`src/rtl/pc_unit_pkg.sv`:
```
// Shared types and sizing helpers for the program-counter unit and its return stack.
package pc_pkg;

  typedef enum logic [2:0] {
    OP_HOLD   = 3'd0,
    OP_INC    = 3'd1,
    OP_SKIP   = 3'd2,
    OP_GOTO   = 3'd3,
    OP_CALL   = 3'd4,
    OP_RETURN = 3'd5,
    OP_INT    = 3'd6,
    OP_RSVD   = 3'd7
  } pc_op_t;

  function automatic int ptr_width(input int depth);
    return (depth > 1) ? $clog2(depth) : 1;
  endfunction

  function automatic int depth_width(input int depth);
    return $clog2(depth) + 1;
  endfunction

endpackage

```
`src/rtl/pc_unit_if.sv`:
```
// Decode-to-PC bus: next-PC request in one direction, address and stack status back.
interface pc_unit_if #(
  parameter int PC_WIDTH    = 13,
  parameter int STACK_DEPTH = 8
);
  import pc_pkg::*;

  localparam int DEPTH_W = depth_width(STACK_DEPTH);

  logic                en;
  pc_op_t              op;
  logic [PC_WIDTH-1:0] target;
  logic [PC_WIDTH-1:0] counter;
  logic [DEPTH_W-1:0]  depth;
  logic                stack_full;
  logic                stack_empty;
  logic                overflow;
  logic                underflow;

  modport master (
    output en, op, target,
    input  counter, depth, stack_full, stack_empty, overflow, underflow
  );

  modport slave (
    input  en, op, target,
    output counter, depth, stack_full, stack_empty, overflow, underflow
  );

endinterface

```
`src/rtl/pc_unit_return_stack.sv`:
```
// Circular return-address LIFO: overwrites the oldest entry when full and
// wraps the pointer when popped empty, recording both events in sticky flags.
module return_stack
  import pc_pkg::*;
#(
  parameter int PC_WIDTH    = 13,
  parameter int STACK_DEPTH = 8,
  localparam int PTR_W      = ptr_width(STACK_DEPTH),
  localparam int DEPTH_W    = depth_width(STACK_DEPTH)
) (
  input  logic                clk,
  input  logic                reset,
  input  logic                push,
  input  logic                pop,
  input  logic [PC_WIDTH-1:0] din,
  output logic [PC_WIDTH-1:0] dout,
  output logic [DEPTH_W-1:0]  depth,
  output logic                overflow,
  output logic                underflow
);

  localparam logic [DEPTH_W-1:0] FULL_DEPTH = DEPTH_W'(STACK_DEPTH);

  logic [PC_WIDTH-1:0] mem [STACK_DEPTH];
  logic [PTR_W-1:0]    sp;
  logic [PTR_W-1:0]    sp_top;

  assign sp_top = sp - PTR_W'(1);
  assign dout   = mem[sp_top];

  // Storage is deliberately left out of reset so it maps onto plain RAM/flops.
  always_ff @(posedge clk) begin
    if (push) begin
      mem[sp] <= din;
    end
  end

  always_ff @(posedge clk or negedge reset) begin
    if (!reset) begin
      sp        <= '0;
      depth     <= '0;
      overflow  <= 1'b0;
      underflow <= 1'b0;
    end else if (push) begin
      sp <= sp + PTR_W'(1);
      if (depth == FULL_DEPTH) begin
        overflow <= 1'b1;
      end else begin
        depth <= depth + DEPTH_W'(1);
      end
    end else if (pop) begin
      sp <= sp_top;
      if (depth == '0) begin
        underflow <= 1'b1;
      end else begin
        depth <= depth - DEPTH_W'(1);
      end
    end
  end

endmodule

```
`src/rtl/pc_unit.sv`:
```
// Program-counter unit: counter register plus next-PC mux for increment,
// skip, goto, call, return and interrupt entry.
module pc_unit
  import pc_pkg::*;
#(
  parameter int PC_WIDTH     = 13,
  parameter int STACK_DEPTH  = 8,
  parameter int RESET_VECTOR = 0,
  parameter int INT_VECTOR   = 4
) (
  input  logic       clk,
  input  logic       reset,
  pc_unit_if.slave   bus
);

  localparam int                  DEPTH_W  = depth_width(STACK_DEPTH);
  localparam logic [PC_WIDTH-1:0] RESET_PC = PC_WIDTH'(RESET_VECTOR);
  localparam logic [PC_WIDTH-1:0] INT_PC   = PC_WIDTH'(INT_VECTOR);
  localparam logic [PC_WIDTH-1:0] ONE      = PC_WIDTH'(1);
  localparam logic [PC_WIDTH-1:0] TWO      = PC_WIDTH'(2);

  logic [PC_WIDTH-1:0] counter_q;
  logic [PC_WIDTH-1:0] counter_d;
  logic [PC_WIDTH-1:0] push_value;
  logic [PC_WIDTH-1:0] pop_value;
  logic                push;
  logic                pop;
  logic [DEPTH_W-1:0]  depth;
  logic                overflow;
  logic                underflow;

  // Interrupt entry saves the current address so the interrupted instruction reruns.
  always_comb begin
    counter_d  = counter_q;
    push_value = counter_q + ONE;
    push       = 1'b0;
    pop        = 1'b0;
    if (bus.en) begin
      case (bus.op)
        OP_INC:    counter_d = counter_q + ONE;
        OP_SKIP:   counter_d = counter_q + TWO;
        OP_GOTO:   counter_d = bus.target;
        OP_CALL: begin
          push      = 1'b1;
          counter_d = bus.target;
        end
        OP_RETURN: begin
          pop       = 1'b1;
          counter_d = pop_value;
        end
        OP_INT: begin
          push       = 1'b1;
          push_value = counter_q;
          counter_d  = INT_PC;
        end
        default:   counter_d = counter_q;
      endcase
    end
  end

  always_ff @(posedge clk or negedge reset) begin
    if (!reset) begin
      counter_q <= RESET_PC;
    end else begin
      counter_q <= counter_d;
    end
  end

  return_stack #(
    .PC_WIDTH    (PC_WIDTH),
    .STACK_DEPTH (STACK_DEPTH)
  ) u_stack (
    .clk       (clk),
    .reset     (reset),
    .push      (push),
    .pop       (pop),
    .din       (push_value),
    .dout      (pop_value),
    .depth     (depth),
    .overflow  (overflow),
    .underflow (underflow)
  );

  assign bus.counter     = counter_q;
  assign bus.depth       = depth;
  assign bus.stack_full  = (depth == DEPTH_W'(STACK_DEPTH));
  assign bus.stack_empty = (depth == '0);
  assign bus.overflow    = overflow;
  assign bus.underflow   = underflow;

endmodule

```
`src/flat_wrapper.sv`:
```
// flat-port wrapper written by rule: the top's interface ports become plain ports
module pc_unit_flat import pc_pkg::*;
#(
  parameter int PC_WIDTH     = 13,
  parameter int STACK_DEPTH  = 8,
  parameter int RESET_VECTOR = 0,
  parameter int INT_VECTOR   = 4
)
  (clk, reset, bus_en, bus_op, bus_target, bus_counter, bus_depth, bus_stack_full, bus_stack_empty, bus_overflow, bus_underflow);
  pc_unit_if #(.PC_WIDTH(PC_WIDTH), .STACK_DEPTH(STACK_DEPTH)) bus_i ();
  input  logic clk;
  input  logic reset;
  input wire logic [$bits(bus_i.en)-1:0] bus_en;
  input wire logic [$bits(bus_i.op)-1:0] bus_op;
  input wire logic [$bits(bus_i.target)-1:0] bus_target;
  output wire logic [$bits(bus_i.counter)-1:0] bus_counter;
  output wire logic [$bits(bus_i.depth)-1:0] bus_depth;
  output wire logic [$bits(bus_i.stack_full)-1:0] bus_stack_full;
  output wire logic [$bits(bus_i.stack_empty)-1:0] bus_stack_empty;
  output wire logic [$bits(bus_i.overflow)-1:0] bus_overflow;
  output wire logic [$bits(bus_i.underflow)-1:0] bus_underflow;
  assign bus_i.en = bus_en;
  assign bus_i.op = bus_op;
  assign bus_i.target = bus_target;
  assign bus_counter = bus_i.counter;
  assign bus_depth = bus_i.depth;
  assign bus_stack_full = bus_i.stack_full;
  assign bus_stack_empty = bus_i.stack_empty;
  assign bus_overflow = bus_i.overflow;
  assign bus_underflow = bus_i.underflow;
  pc_unit #(.PC_WIDTH(PC_WIDTH), .STACK_DEPTH(STACK_DEPTH), .RESET_VECTOR(RESET_VECTOR), .INT_VECTOR(INT_VECTOR)) u_core (.clk(clk), .reset(reset), .bus(bus_i));
endmodule
```
`config.mk`:
```
export PLATFORM = sky130hd
export DESIGN_NAME = pc_unit_flat
export DESIGN_NICKNAME = d
export VERILOG_FILES = /design/src/rtl/pc_unit_pkg.sv /design/src/rtl/pc_unit_if.sv /design/src/rtl/pc_unit_return_stack.sv /design/src/rtl/pc_unit.sv /design/src/flat_wrapper.sv
export SDC_FILE = /design/constraint.sdc
export NUM_CORES = 1
export LEC_CHECK = 0
export CORE_ASPECT_RATIO = 1.25
export CORE_MARGIN = 4
export CORE_UTILIZATION = 50
export CTS_CLUSTER_DIAMETER = 40
export CTS_CLUSTER_SIZE = 28
export DETAILED_ROUTE_END_ITERATION = 16
export PLACE_DENSITY = 0.77
export SLEW_MARGIN = 20
export SYNTH_ARGS = -nofsm -noshare
export SYNTH_HDL_FRONTEND = slang
export SYNTH_HIERARCHICAL = 1
export SYNTH_SLANG_ARGS = --single-unit
```
`constraint.sdc`:
```
create_clock -name clk -period 4.69 [get_ports clk]
set_clock_uncertainty 0.05 [all_clocks]
set_input_delay 0.938 -clock clk [delete_from_list [all_inputs] [get_ports clk]]
set_output_delay 0.938 -clock clk [all_outputs]
set_load 0.02 [all_outputs]
```
==> metrics.md, run 1 <==
| Metric | Value |
|---|---|
| Clk buf depth | `2` |
| Filler cell count | `949` |
| Fin crit period | `roughly 3.3 ns` |
| DRT iter0 DRCs | `440` |
| Post-route ant nets | `0` |
| Arrival time worst endpoint | `3.53 ns` |
| Final Max Tran Viols | `0` |
| PD cells | `610 nW/um2` |
| Worst Min Path Start | `u_core/u_stack/underflow` |
| Crit path buffers/inverters | `2` |
| Hold buffer count at CTS | `0` |
| Netlist cell types | `66` |
| Worst VDD drop | `0.322 mV` |
| Post-synthesis sequential area ratio | `57.0%` |
| Total global-route track usage | `a little over 20%` |
| Worst hold slack | `0.434 ns` |
| Required @ worst endpoint | `4.92 ns` |
| Hold path depth | `1` |
| First-pass DRT Iterations | `7` |
| Vias in the first global route | `approximately 4,200` |
| Clock buffer count from CTS | `17` |
| Via Count | `approximately 4,200` |
| Syn nets | `497` |
| Cts repair resizes | `0` |
| Crit path max-delay family | `adder cells` |
| Unrepaired setup endpoints after global routing | `no` |
| Io pins | `40` |
| CTS Root Cell | `clkbuf_16` |
| FF+latch area | `3670 um2` |
| Final wirelength | `14,800 um` |
| Yosys top cell area share | `48.5%` |
| Syn Std Cell Area | `6440 um2` |
| Post-synth EDFFs | `between 100 and 150` |
| Via density | `6.17` |
| Worst setup SP type | `register` |
| Worst reg-to-reg path cell count | `9` |
| Final setup TNS | `0 ns` |
| Post-Layout Inst Area | `about 7400 um2` |
| Top-count cell post-synth | `edfxtp_1` |
| Worst reg2reg path endpoint | `u_core/bus.counter[12]` |
| Max Freq | `roughly 300 MHz` |
| Worst-Margin Slew | `0.844 ns` |
| CP Cell Sequence | `inv_1, ha_1, buf_4, mux4_2, mux2_2, nor3b_1, o21ai_0, a221o_1, o211a_1` |
| Clk_lat worst skew | `0.41 ns` |
| Syn-to-layout area delta | `15.3%` |
| Critical Path Start | `u_core/u_stack/sp[1]` |
| DR WL/cell | `around 21 um` |
| Initial Util | `50.9%` |
| Synth area leaders | `edfxtp_1, mux4_2, dfrtp_1, mux2_2, o21ai_0` |
| Hold Crit Class | `register to register` |
| Dominant cell type by area after synthesis | `edfxtp_1` |
| Worst-path fanout max | `19` |
| Worst relative slew slack | `43.8%` |
| Initial antenna violation count | `0` |
| Utilization after layout | `approximately three fifths` |
| First-pass GRT wire length | `22,800 um` |
| Top_reg_cell synth | `edfxtp_1` |
| R2r startpoint | `u_core/u_stack/sp[1]` |
| Setup bufs post-CTS | `0` |
| IO Port Bufs | `39` |
| Fin nets | `534` |
| Area of the core | `between 10,000 and 15,000 um2` |
| Leak | `0.00251 uW` |
| Run status | `finished clean` |
| Chip Width | `110 um` |
| Reg-to-reg slack, setup | `1.39 ns` |
| CTS tree | `yes` |
| Cell Rows | `46` |
| Critical path's slowest cell | `ha_1` |
| Largest net degree at the start of global routing | `49` |
| Die area | `approximately 15,000 um2` |
| Htree depth | `4` |
| Pre-CTS setup slack | `1.18 ns` |
| Synth top cells by count | `edfxtp_1, nand2_1, o21ai_0` |
| Detailed placer's ending HPWL | `~9800 um` |
| Ant. Diodes | `0` |
| Layout cells sized above 1 | `20.3%` |
| Clock Pin Slew Worst Setup and Hold Paths | `approximately 0.06 ns` |
| FF+latch count, synth | `approximately 130` |
| Synth Instances | `471` |
| Crit Path Class | `register to register` |
| Residual DRC count | `0` |
| Syn avg cell area | `between 10 and 15 um2` |
| Worst path max stage delay | `0.84 ns` |
| Worst setup EP type | `register` |
| Max_cap viols | `0` |
| Setup ws final | `~1.4 ns` |
| Hold Crit Endpoint | `u_core/u_stack/underflow` |
| Gpl congestion | `about 0.87` |
| Final Setup Violations | `0` |
| Gr ovfl total | `0` |
| Warnings, synthesis | `6` |
| Placed cell area | `6880 um2` |
| Period utilisation layout | `70.3%` |
| Asr flop ratio synth | `roughly 17%` |
| Multi-input gate area in the final layout | `2450 um2` |
| Fin. Hold Viols | `0` |
| Clock Sinks | `about 130` |
| Die Y | `135 um` |
## how the worst max path moves through the flow
| stage | endpoint | depth (start not counted) |
|---|---|---|
| final | u_core/bus.counter[12] | 9 |
| after global routing | u_core/bus.counter[12] | 9 |
| after CTS | u_core/bus.counter[12] | 9 |
| after detailed placement | u_core/u_stack/mem[2][11] | 6 |
| after global placement | u_core/bus.counter[9] | 5 |
| after floorplan | u_core/u_stack/mem[2][0] | 7 |
## cell usage in the layout, fill, tap and decap left out, drive strengths merged, types with 6 or more instances in the layout
cell           count
a21oi             18
a221oi             6
buf               17
clkbuf            18
clkdlybuf4s50     38
clkinv             8
dfrtp             22
edfxtp           104
ha                 6
inv               13
mux2              18
mux4              27
nand2             32
nand3              7
nand4              8
nor2              29
nor3              11
nor3b              8
o21ai             31
o22ai              6
xnor2             11
xor2               6
## sequential cells by signal, indices dropped and copies added, names as in the netlist
name,flops
u_core/u_stack/depth,4
u_core/u_stack/underflow,1
u_core/bus.counter,13
u_core/u_stack/sp,3
u_core/u_stack/overflow,1
u_core/u_stack/mem,104
## layout make-up
| class | instances | share of cell area [%] |
|---|---|---|
| flip-flops and latches | 126 | 49.5 |
| multi-input cells | 299 | 33.0 |
| repair buffers | 55 | 6.81 |
| clock buffers | 18 | 5.78 |
| well taps | 168 | 2.83 |
| clock inverters | 14 | 1.57 |
| inverters | 9 | 0.455 |
## where the power goes
| group | total, uW | internal, uW | switching, uW |
|---|---|---|---|
| Combinational | 1690 | 808 | 882 |
| Sequential | 1640 | 1440 | 200 |
| Clock | 1200 | 727 | 475 |
| Total | 4530 | 2970 | 1560 |
## cells by family after synthesis
logic type | after synthesis | synth area share [%]
buf+inv | 46 | 5.03
xor+xnor | 17 | 2.31
simple gates | 125 | 10.4
compound gates | 104 | 11.0
fa+ha+maj | 7 | 1.48
mux | 46 | 12.7
flops | 126 | 57.0
## metrics by stage
stage | instances | power [uW]
CTS | 689 | 4550
global placement | 657 | 3290
detailed placement | 657 | 3320
finish | 689 | 4530
floorplan | 471 | 2870
global route | 689 | 4740
## per-layer routing
metal	wire length (um)	vias up	GRT usage [%]
met5	0	-	0
met4	240	0	7.42
met3	803	21	3.78
met2	7810	180	36.0
met1	5920	2134	25.7
li1	-	1913	-
(Power assumes the default switching activity.)
==> run 2: changes to the inputs <==
clock period = 3.2 ns   (was 4.69 ns; I/O delays follow)
==> run 2 against run 1 <==
Sequential cell count did not move. Design area increased by 3.6%. Die area is the same. Count of clock-buffer cells in the layout decreased by 1. Non-clock buffer count grew 18. Worst hold slack worse by 0.025 ns. Register-to-register slack worse by 1.0 ns. Critical path type unchanged. Highest routed layer unchanged.
==> metrics.md, run 2 (synthesized netlist as in run 1, its figures left out) <==
| Metric | Value |
|---|---|
| Run status | `finished clean` |
| Syn-to-layout area delta | `19.4%` |
| Clock buffer count from CTS | `17` |
| Worst relative slew slack | `48.7%` |
| Worst VDD drop | `0.492 mV` |
| Hold buffer count at CTS | `0` |
| Gpl congestion | `0.902` |
| Die Y | `135 um` |
| Htree depth | `4` |
| Ant. Diodes | `0` |
| Max_cap viols | `0` |
| Gr ovfl total | `0` |
| Cts repair resizes | `0` |
| Initial Util | `50.9%` |
| Final wirelength | `15,200 um` |
| Detailed placer's ending HPWL | `10,100 um` |
| Residual DRC count | `0` |
| Die area | `14,800 um2` |
| Utilization after layout | `60.7%` |
| Layout cells sized above 1 | `23.4%` |
| Hold Crit Class | `register to register` |
| Post-route ant nets | `0` |
| Via Count | `4,294` |
| Initial antenna violation count | `0` |
| Worst setup EP type | `register` |
| Worst hold slack | `0.410 ns` |
| Clock Pin Slew Worst Setup and Hold Paths | `0.06 ns` |
| PD cells | `about 920 nW/um2` |
| First-pass GRT wire length | `~24,000 um` |
| Final setup TNS | `0 ns` |
| Met3 GRT Util | `4.69%` |
| Period utilisation layout | `just under 90%` |
| Fin nets | `552` |
| DRT iter0 DRCs | `434` |
| Total global-route track usage | `22.1%` |
| Worst setup SP type | `register` |
| Most common cell after layout, fill and taps aside | `edfxtp_1` |
| Top reg by flops | `u_core/u_stack/mem` |
| IO Port Bufs | `39` |
| Cell Rows | `46` |
| Max Freq | `between 300 and 400 MHz` |
| Most frequent cells in the layout | `edfxtp_1, clkdlybuf4s50_1, buf_4, nand2_1, o21ai_0` |
| Clk_lat worst skew | `between 0.4 and 0.5 ns` |
| Setup bufs post-CTS | `0` |
| Vias in the first global route | `4,352` |
| Unrepaired setup endpoints after global routing | `no` |
| Final Setup Violations | `0` |
| Worst-path fanout max | `32` |
| Fin. Hold Viols | `0` |
| Via density | `approximately 6.1` |
| Area of the core | `12,700 um2` |
| Routing usage on met1 | `28.5%` |
| Grt peak-use layer | `met2` |
| First-pass DRT Iterations | `7` |
| Crit Path Class | `register to register` |
| Fin crit period | `about 2.9 ns` |
| Arrival time worst endpoint | `3.09 ns` |
| Chip Width | `110 um` |
| Largest net degree at the start of global routing | `33` |
| Clock Sinks | `126` |
| CTS tree | `yes` |
| Leak | `around 0.0027 uW` |
| Io pins | `40` |
| Max reg flops | `between 100 and 150` |
| Met2 GRT Util | `36.4%` |
| Worst-Margin Slew | `0.764 ns` |
| CTS Root Cell | `clkbuf_16` |
| Required @ worst endpoint | `roughly 3.4 ns` |
| Total power | `7040 uW` |
| DR WL/cell | `approximately 22 um` |
| Clk buf depth | `2` |
| Final Max Tran Viols | `0` |
-- run 2: cell types whose count changed in the layout (fill, tap and decap cells not counted), sizes merged --
cell           before  now
buf                17   34
bufinv              1    5
clkbuf             18   17
clkdlybuf4s50      38   39
clkinv              8    3
clkinvlp            1    2
inv                13   14
-- run 2: critical path: stages (launching register included) --
cell and delay, ns:
dfrtp_2 0.35, buf_4 0.49, mux4_2 0.60, mux2_2 0.30, mux2_2 0.27, a32oi_1 0.22, o31ai_1 0.12, o32a_2 0.33
-- run 2: report_power, final --
group / switching [uW] / internal (uW)
clock network: 742 / 1400
registers: 271 / 2110
logic: 1290 / 1230
-- run 2: final cells by class --
| class | count | area, um2 |
|---|---|---|
| fill | 921 | 4970 |
| tap | 168 | 210 |
| timing repair buffer | 73 | 658 |
| inverter | 9 | 33.8 |
| multi-input combinational | 299 | 2450 |
| clock inverter | 15 | 233 |
| sequential | 126 | 3670 |
| clock buffer | 17 | 425 |
-- run 2: worst paths after layout --
kind / from / endpoint / slack [ns] / cells after the start
setup / recovery: u_core/u_stack/sp[0] / u_core/bus.counter[5] / 0.35 / 7
hold / removal: u_core/u_stack/overflow / u_core/u_stack/overflow / 0.41 / 1
setup reg to reg: u_core/u_stack/sp[0] / u_core/bus.counter[5] / 0.35 / 7
hold reg to reg: u_core/u_stack/overflow / u_core/u_stack/overflow / 0.41 / 1
max in group asynchronous: reset / u_core/u_stack/sp[0] / 2.28 / 2
min in group asynchronous: reset / u_core/bus.counter[10] / 0.54 / 2
-- run 2: layer usage --
layer / share of wire [%] / vias to the layer above
met2: 53 / 194
met1: 39 / 2128
met3: 6.1 / 24
met4: 2.1 / 0
li1: - / 1948
met5: 0 / -
-- run 2: through the flow --
stage	instance area, um2	worst slack [ns]	instances
3_3_place_gp	7030	0.393	675
6_report	7690	0.347	707
4_1_cts	7690	0.346	707
2_1_floorplan	6440	0.0436	471
3_5_place_dp	7030	0.357	675
5_1_grt	7690	0.205	707
==> run 3: changes to the inputs <==
--- a/config.mk
+++ b/config.mk
@@ -13,4 +13,5 @@
 export DETAILED_ROUTE_END_ITERATION = 16
 export PLACE_DENSITY = 0.77
+export RECOVER_POWER = 25
 export SLEW_MARGIN = 20
 export SYNTH_ARGS = -nofsm -noshare
--- a/constraint.sdc
+++ b/constraint.sdc
@@ -3,3 +3,3 @@
 set_input_delay 0.64 -clock clk [delete_from_list [all_inputs] [get_ports clk]]
 set_output_delay 0.64 -clock clk [all_outputs]
-set_load 0.02 [all_outputs]
+set_load 0.01 [all_outputs]
==> run 3 against run 2 <==
Combinational power down 3%. Clock power about the same. Final cell count unchanged. Critical path depth down 1. Count of clock-buffer cells in the layout unchanged. Power down 1.2%. Worst hold slack worse by 0.0048 ns. Critical endpoint is now u_core/bus.counter[1].
==> metrics.md, run 3 (synthesized netlist as in run 1, its figures left out) <==
| Metric | Value |
|---|---|
| Run status | `finished clean` |
| Most common cell after layout, fill and taps aside | `edfxtp_1` |
| Clock buffer count from CTS | `17` |
| Gpl congestion | `0.902` |
| Fin. Hold Viols | `0` |
| Hold Crit Class | `register to register` |
| Layout cells sized above 1 | `between 20% and 30%` |
| Clk buf depth | `2` |
| Worst setup EP type | `register` |
| Crit path buffers/inverters | `2` |
| Final Setup Violations | `0` |
| Clk_lat worst skew | `0.41 ns` |
| Worst VDD drop | `~0.49 mV` |
| Post-route ant nets | `0` |
| Via Count | `4,326` |
| Cts repair resizes | `0` |
| Fin nets | `between 500 and 600` |
| Max_cap viols | `0` |
| CTS Root Cell | `clkbuf_16` |
| Ant. Diodes | `0` |
| Period utilisation layout | `between 90% and 100%` |
| First-pass GRT wire length | `24,300 um` |
| Worst-path fanout max | `23` |
| PD cells | `907 nW/um2` |
| Worst hold slack | `0.405 ns` |
| Worst-Margin Slew | `1.35 ns` |
| Via density | `just over 6` |
| Detailed placer's ending HPWL | `roughly 10,000 um` |
| Top reg by flops | `u_core/u_stack/mem` |
| Fin crit period | `2.97 ns` |
| DR WL/cell | `21.5 um` |
| Syn-to-layout area delta | `19.1%` |
| Initial Util | `50.9%` |
| Initial antenna violation count | `0` |
| Crit Path Class | `primary input to register` |
| IO Port Bufs | `39` |
| Most frequent cells in the layout | `edfxtp_1, clkdlybuf4s50_1, nand2_1, o21ai_0` |
| Max reg flops | `104` |
| Unrepaired setup endpoints after global routing | `no` |
| Clock Pin Slew Worst Setup and Hold Paths | `0.06 ns` |
| Worst relative slew slack | `10.3%` |
| Cell Rows | `46` |
| Io pins | `40` |
| Crit path max-delay family | `buffers and inverters` |
| Hold buffer count at CTS | `0` |
| Final wirelength | `15,200 um` |
| CTS tree | `yes` |
| Htree depth | `4` |
| Die Y | `135 um` |
| Utilization after layout | `60.6%` |
| Final Max Tran Viols | `0` |
| Worst setup SP type | `primary input` |
| DRT iter0 DRCs | `~440` |
| Area of the core | `12,700 um2` |
| Required @ worst endpoint | `3.43 ns` |
| Vias in the first global route | `around 4,400` |
| Critical path's slowest cell | `clkbuf_1` |
| Max Freq | `approximately 340 MHz` |
| Arrival time worst endpoint | `3.21 ns` |
| Chip Width | `110 um` |
| Residual DRC count | `0` |
| Gr ovfl total | `0` |
| Worst path max stage delay | `0.72 ns` |
| Clock Sinks | `approximately 130` |
| First-pass DRT Iterations | `5` |
| Total global-route track usage | `22.1%` |
| Final setup TNS | `0 ns` |
| Leak | `about 0.0026 uW` |
| Setup bufs post-CTS | `0` |
| Largest net degree at the start of global routing | `33` |
| CP Cell Sequence | `clkdlybuf4s50_1, clkbuf_1, nor2b_1, nor2_2, a222oi_1, o21ai_0` |
| Die area | `14,800 um2` |
[run 3: stage by stage]
step	instance area, um2	power, uW	std cells	setup slack, ns
after floorplan	6440	4130	471	0.0436
after global placement	7030	4720	675	0.393
after detailed placement	7030	4780	675	0.357
after CTS	7690	6990	707	0.346
after global routing	7670	7280	707	0.152
final	7670	6960	707	0.226
[run 3: final cells by class]
| type | instances | area [um2] |
|---|---|---|
| inverters | 9 | 33.8 |
| clock buffers | 17 | 425 |
| fillers | 921 | 4990 |
| clock inverters | 15 | 233 |
| repair buffers | 73 | 639 |
| well taps | 168 | 210 |
| multi-input cells | 299 | 2450 |
| flip-flops and latches | 126 | 3670 |
[run 3: per-layer routing]
metal	share of wire, %	vias up	global-route usage [%]
met5	0	-	0
met4	2.3	0	8.66
met3	6.0	30	4.69
met2	52	191	36.4
met1	39	2155	28.5
li1	-	1950	-
[run 3: worst paths after layout]
| path | depth (start not counted) | endpoint | slack, ns | start |
|---|---|---|---|---|
| setup / recovery | 6 | u_core/bus.counter[1] | 0.23 | bus_op[1] |
| hold reg to reg | 1 | u_core/u_stack/overflow | 0.40 | u_core/u_stack/overflow |
| setup reg to reg | 7 | u_core/bus.counter[5] | 0.35 | u_core/u_stack/sp[0] |
| max in group asynchronous | 2 | u_core/u_stack/sp[0] | 1.20 | reset |
| min in group asynchronous | 2 | u_core/bus.counter[10] | 1.01 | reset |
| hold / removal | 1 | u_core/u_stack/overflow | 0.40 | u_core/u_stack/overflow |
[run 3: power breakdown]
| part | total (uW) | switching, uW | internal [uW] |
|---|---|---|---|
| registers | 2380 | 271 | 2110 |
| logic | 2440 | 1220 | 1220 |
| clock network | 2140 | 742 | 1400 |
| total | 6960 | 2230 | 4720 |
